### src/rtl/seg_scan_drv.sv
// Four-digit multiplexed seven-segment driver: clamps a binary value to 9999,
// converts it to BCD once per frame (double-dabble) and scans digits with per-digit blanking.
module seg_scan_drv #(
    parameter int DIV_CNT  = 50000,
    parameter int DP_DIGIT = 4
) (
    input  logic        clk,
    input  logic        rst,
    input  logic [31:0] num,
    input  logic [3:0]  en,
    output logic [7:0]  seg,
    output logic [3:0]  an,
    output logic        frame_tick
);

    localparam int             PW         = (DIV_CNT > 1) ? $clog2(DIV_CNT) : 1;
    localparam logic [PW-1:0]  PRESC_LAST = PW'(DIV_CNT - 1);
    localparam logic [3:0]     LAST_ITER  = 4'd13;
    localparam bit             DP_ON      = (DP_DIGIT >= 0) && (DP_DIGIT < 4);
    localparam logic [1:0]     DP_IDX     = DP_DIGIT[1:0];

    localparam logic [1:0] S_IDLE  = 2'd0;
    localparam logic [1:0] S_SHIFT = 2'd1;
    localparam logic [1:0] S_LOAD  = 2'd2;

    logic [PW-1:0] r_presc;
    logic [1:0]    r_dig;
    logic [1:0]    r_state;
    logic [3:0]    r_iter;
    logic [13:0]   r_bin;
    logic [15:0]   r_bcd;
    logic [15:0]   r_disp;
    logic [7:0]    r_seg;
    logic [3:0]    r_an;
    logic          r_ft;

    logic          w_slot_end;
    logic          w_frame_start;
    logic [13:0]   w_num_clamped;
    logic [15:0]   w_bcd_adj;
    logic [15:0]   w_bcd_next;
    logic [13:0]   w_bin_next;
    logic [3:0]    w_nib;
    logic          w_en_cur;
    logic          w_dp;

    function automatic logic [6:0] seg7(input logic [3:0] n);
        case (n)
            4'd0:    seg7 = 7'h3F;
            4'd1:    seg7 = 7'h06;
            4'd2:    seg7 = 7'h5B;
            4'd3:    seg7 = 7'h4F;
            4'd4:    seg7 = 7'h66;
            4'd5:    seg7 = 7'h6D;
            4'd6:    seg7 = 7'h7D;
            4'd7:    seg7 = 7'h07;
            4'd8:    seg7 = 7'h7F;
            4'd9:    seg7 = 7'h6F;
            default: seg7 = 7'h00;
        endcase
    endfunction

    assign w_slot_end    = (r_presc == PRESC_LAST);
    assign w_frame_start = (r_presc == '0) && (r_dig == 2'd0);
    assign w_num_clamped = (num > 32'd9999) ? 14'd9999 : num[13:0];

    // Add-3 correction precedes the shift in every iteration
    always_comb begin
        w_bcd_adj = r_bcd;
        for (int i = 0; i < 4; i++) begin
            if (r_bcd[i*4 +: 4] >= 4'd5)
                w_bcd_adj[i*4 +: 4] = r_bcd[i*4 +: 4] + 4'd3;
        end
    end

    assign {w_bcd_next, w_bin_next} = {w_bcd_adj[14:0], r_bin, 1'b0};

    always_ff @(posedge clk) begin
        if (rst) begin
            r_presc <= '0;
            r_dig   <= 2'd0;
        end else if (w_slot_end) begin
            r_presc <= '0;
            r_dig   <= r_dig + 2'd1;
        end else begin
            r_presc <= r_presc + 1'b1;
        end
    end

    always_ff @(posedge clk) begin
        if (rst) begin
            r_state <= S_IDLE;
            r_iter  <= 4'd0;
            r_bin   <= 14'd0;
            r_bcd   <= 16'd0;
            r_disp  <= 16'd0;
        end else begin
            case (r_state)
                S_IDLE: begin
                    if (w_frame_start) begin
                        r_bin   <= w_num_clamped;
                        r_bcd   <= 16'd0;
                        r_iter  <= 4'd0;
                        r_state <= S_SHIFT;
                    end
                end
                S_SHIFT: begin
                    r_bcd <= w_bcd_next;
                    r_bin <= w_bin_next;
                    if (r_iter == LAST_ITER)
                        r_state <= S_LOAD;
                    else
                        r_iter <= r_iter + 4'd1;
                end
                S_LOAD: begin
                    r_disp  <= r_bcd;
                    r_state <= S_IDLE;
                end
                default: r_state <= S_IDLE;
            endcase
        end
    end

    always_comb begin
        case (r_dig)
            2'd0:    w_nib = r_disp[3:0];
            2'd1:    w_nib = r_disp[7:4];
            2'd2:    w_nib = r_disp[11:8];
            default: w_nib = r_disp[15:12];
        endcase
    end

    // The mask is taken live so blanking follows en with a single register of lag
    assign w_en_cur = en[r_dig];
    assign w_dp     = DP_ON && (r_dig == DP_IDX);

    always_ff @(posedge clk) begin
        if (rst) begin
            r_seg <= 8'd0;
            r_an  <= 4'd0;
            r_ft  <= 1'b0;
        end else begin
            r_an  <= w_en_cur ? (4'b0001 << r_dig) : 4'b0000;
            r_seg <= w_en_cur ? {w_dp, seg7(w_nib)} : 8'd0;
            r_ft  <= w_frame_start;
        end
    end

    assign seg        = r_seg;
    assign an         = r_an;
    assign frame_tick = r_ft;

endmodule

### config.mk
export PLATFORM = sky130hd
export DESIGN_NAME = seg_scan_drv
export DESIGN_NICKNAME = d
export VERILOG_FILES = /design/src/rtl/seg_scan_drv.sv
export SDC_FILE = /design/constraint.sdc
export NUM_CORES = 1
export LEC_CHECK = 0
export ABC_AREA = 1
export CORE_AREA = 2 2 99 120
export DETAILED_ROUTE_END_ITERATION = 12
export DIE_AREA = 0 0 101 122
export RECOVER_POWER = 50
export SLEW_MARGIN = 20
export SYNTH_ARGS = -nofsm -noshare
export SYNTH_HDL_FRONTEND = slang
export SYNTH_SLANG_ARGS = --single-unit
### constraint.sdc
create_clock -name clk -period 3 [get_ports clk]
set_clock_uncertainty 0.2 [all_clocks]
set_input_delay 0.45 -clock clk [delete_from_list [all_inputs] [get_ports clk]]
set_output_delay 0.45 -clock clk [all_outputs]
set_load 0.005 [all_outputs]
==> results of run 1 <==
## sequential cells by signal (all words and copies together) (netlist names)
register,cells
an,4
frame_tick,1
r_bcd,16
r_bin,14
r_dig,2
r_disp,16
r_iter,4
r_presc,16
r_state,2
seg,7
## per-stage QoR
stage | hold WS (ps) | area [um^2] | total power, mW | std cells
6_report | 277.6 | 5260 | 2.572 | 826
5_1_grt | 305.2 | 5260 | 2.685 | 826
4_1_cts | 281.4 | 5270 | 2.610 | 826
3_5_place_dp | 271.0 | 4971 | 1.500 | 810
3_3_place_gp | 244.0 | 4971 | 1.495 | 810
2_1_floorplan | 228.8 | 4372 | 1.398 | 639
## power breakdown
part / switching, mW / total [mW] / leakage, nW / internal, mW
registers: 0.0227 / 1.16 / 0.668 / 1.13
clock network: 0.414 / 1.10 / 0.147 / 0.690
logic: 0.178 / 0.311 / 1.45 / 0.133
total: 0.614 / 2.57 / 2.27 / 1.96
## cell families (layout without fill, tap and decap cells)
kind of cell,count (synthesis),after routing,synth area share
fa+ha+maj,22,22,0.06296
simple gates,315,315,0.3154
flops,82,82,0.3755
compound gates,120,120,0.1431
buf+inv,92,144,0.08815
other cells,1,1,0.0008578
xor+xnor,7,7,0.01402
## worst max-delay path by stage
| stage | start | slack [ps] | end |
|---|---|---|---|
| floorplan | r_dig[0]$_SDFFE_PP0P_ | 520 | seg[5]$_SDFF_PP0_ |
| global placement | r_dig[0]$_SDFFE_PP0P_ | 570 | seg[5]$_SDFF_PP0_ |
| detailed placement | r_dig[0]$_SDFFE_PP0P_ | 440 | seg[5]$_SDFF_PP0_ |
| CTS | r_dig[0]$_SDFFE_PP0P_ | 420 | seg[5]$_SDFF_PP0_ |
| global route | r_dig[0]$_SDFFE_PP0P_ | 190 | seg[5]$_SDFF_PP0_ |
| finish | r_dig[0]$_SDFFE_PP0P_ | 440 | seg[5]$_SDFF_PP0_ |
## worst max-delay path, stage by stage, from the launching register on
cell	delay (ps)
sky130_fd_sc_hd__dfxtp_1	430
sky130_fd_sc_hd__inv_1	170
sky130_fd_sc_hd__ha_1	320
sky130_fd_sc_hd__nand2_1	100
sky130_fd_sc_hd__nand2_1	50
sky130_fd_sc_hd__o22ai_1	320
sky130_fd_sc_hd__inv_1	160
sky130_fd_sc_hd__ha_1	200
sky130_fd_sc_hd__or2_2	300
sky130_fd_sc_hd__nand2_1	70
sky130_fd_sc_hd__nand2_1	50
sky130_fd_sc_hd__a21oi_1	120
## cell usage after synthesis (all sizes together), types with 3 or more instances
cell	count	area share
a21oi	73	0.084
buf	13	0.019
clkbuf	7	0.0063
dfxtp	82	0.38
ha	22	0.063
inv	71	0.062
nand2	139	0.12
nand3	43	0.053
nand3b	7	0.012
nand4	5	0.0072
nor2	106	0.10
nor3	8	0.010
o211ai	3	0.0052
o21ai	37	0.042
or2	4	0.0057
xor2	5	0.010
## layer usage
layer,share of wire,track usage,vias to the layer above
met5,0,0,-
li1,-,-,2139
met3,0.040,0.02869,15
met2,0.49,0.2738,86
met1,0.45,0.1770,1828
met4,0.017,0.07517,0
## area by class of cell
cell class                 count  area [um^2]
tap                          135        168.9
inverter                      72        272.8
multi-input combinational    465         2342
sequential                    82         1642
fill                        1161         6038
clock buffer                  14        264.0
timing repair buffer          56        535.5
clock inverter                 2        35.03
==> summary by stage, run 1 <==
Worst hold path
The worst-case hold path end point is r_bcd[13]$_SDFFE_PP0P_. The startpoint identified for the worst hold timing path is r_bcd[13]$_SDFFE_PP0P_. The class of the tightest hold or removal check is flop to flop.

The number of cells traversed by the worst hold path is 2.

Floorplan
The floorplan step defined a die boundary enclosing 12320 um^2. The die is approximately 100 um wide. The core area is around 11000 um^2. In this run the core area contains 43 standard-cell rows. The die extent in y is 122 um. The effective utilization at floorplan is 0.3869. Pin placement for this block handled 51 I/O pins.

Place
The congestion estimate from routability-driven global placement came to approximately 0.86. The HPWL after detailed placement is 6.871 mm. Prior to clock tree synthesis, the placed netlist has a worst setup slack of around 440 ps.

The quantity of I/O buffers inserted on ports is 49.

Global route
The via count of the first global-routing pass is 3702. The overall overflow remaining after global route is 0. The global-route wire length before repair is 15.57 mm. The initial antenna violation count is 0. The total global-route track usage is 0.1545. The largest net degree at the start of global routing is 30.

Worst setup path
The worst flop-to-flop path startpoint is r_dig[0]$_SDFFE_PP0P_. In this run the critical register-to-register path is captured at seg[5]$_SDFF_PP0_. The critical path in this run is classified as flop to flop. The sort of element at the start of the critical path is a flop. STA classifies the critical path endpoint as a flop.

The arrival time of the worst setup path is between 2000 and 3000 ps. Along the worst path, the maximum fanout reaches 8. Counting cells, the worst reg-to-reg path comes to 11. The worst endpoint required time is slightly above 3000 ps. The worst register-to-register path has a setup slack of 440 ps.

Route
The DRC violations left is 0. The first-pass iteration count of the detailed router is 4. Across all layers, the routed design uses 4068 vias.

Once detail routing completed, the nets flagged for antenna violations numbered 0. The post-detailed-routing wire length is 9.241 mm. In the final routed layout, each cell accounts on average for 11.19 um. For this block, the initial DRC count from the detailed router was 207. The ratio of routed vias to standard cells is 4.925.

Clock network
The number of hold buffers added after CTS was 0. The post-CTS setup buffer count is 0. Counting the buffers created by CTS gives 9. The H-tree generated during clock tree synthesis spans 3 levels. After clock tree synthesis, the repair step resized 0 gates. The TritonCTS clock tree is yes. The clock transition at the registers of the reported paths is approximately 60 ps.

No sink is reached through more buffers than the 2 on the longest clock path. The number of clock sinks is 82. The root cell of the clock tree is sky130_fd_sc_hd__clkbuf_16. The insertion delay of the later-clocked pin in the worst-skew pair is 330 ps.

STA
Subtracting the final worst setup slack from the clock period gives 2562 ps. Setup repair after global routing left no endpoint under its margin. Based on the critical path, the design can be clocked at up to 390.3 MHz. The summed negative setup slack over all endpoints is 0 ps. The relative slew slack is 0.3065.

The final hold violation count is 0. In the finished design, the share of the clock period the worst path needs comes to 0.8541. Across all setup checks in the final design, the least slack found is 437.6 ps. The number of failing setup endpoints in the final timing report is 0. The final max-slew violation count was 0. For the pin with the worst max-slew slack, the measured transition is ~1000 ps.

Logic synthesis
The post-synthesis net count is roughly 700. The sequential share of the synthesized area is 0.3755. In the synthesized netlist the dominant register cell turns out to be sky130_fd_sc_hd__dfxtp_1.

The number of flops mapped to enable cells by yosys is 0. The synthesized area divided by synthesized cell count is 6.841 um^2. The async set-reset flop share out of synthesis is 0.

The post-synthesis cell area is 4372 um^2. Yosys mapped the design onto 42 distinct sky130hd cell types. The synthesized design contains 82 register bits.

The Yosys step of the flow raised 0 warnings. In the synthesized netlist, the number of instances is between 600 and 700.

Final layout
Of the cells placed in the final design, the portion with a size suffix greater than 1 is 0.06223. The utilization of the core after routing is 0.4656. The most common cell after layout, fill and taps aside is sky130_fd_sc_hd__nand2_1.

The repair_antennas step left the layout with diodes totalling 0. At the end of the flow, the number of nets in the layout was 746. In the layout the commonest cells are sky130_fd_sc_hd__nand2_1, sky130_fd_sc_hd__nor2_1, sky130_fd_sc_hd__dfxtp_1.

The synthesis-to-finish area growth is 20.32%.

Power
IR analysis of the VDD net gives a maximum drop of 0.2255 mV. In this run the static leakage power is roughly 2.3 nW. The power density over cell area is 489.0 nW/um^2.

Run status
The flow ran to the end, and the final reports show no timing, DRC or antenna violations.

Run
Max-cap violations in this run came to 0.
Note: power is estimated with default switching activity, not from simulation.
==> run 2: changes to the inputs <==
- CAP_MARGIN: not set -> 20
- SLEW_MARGIN: 20 -> not set
==> results of run 2 <==
Final layout, timing and power as in run 1 (identical DEF).
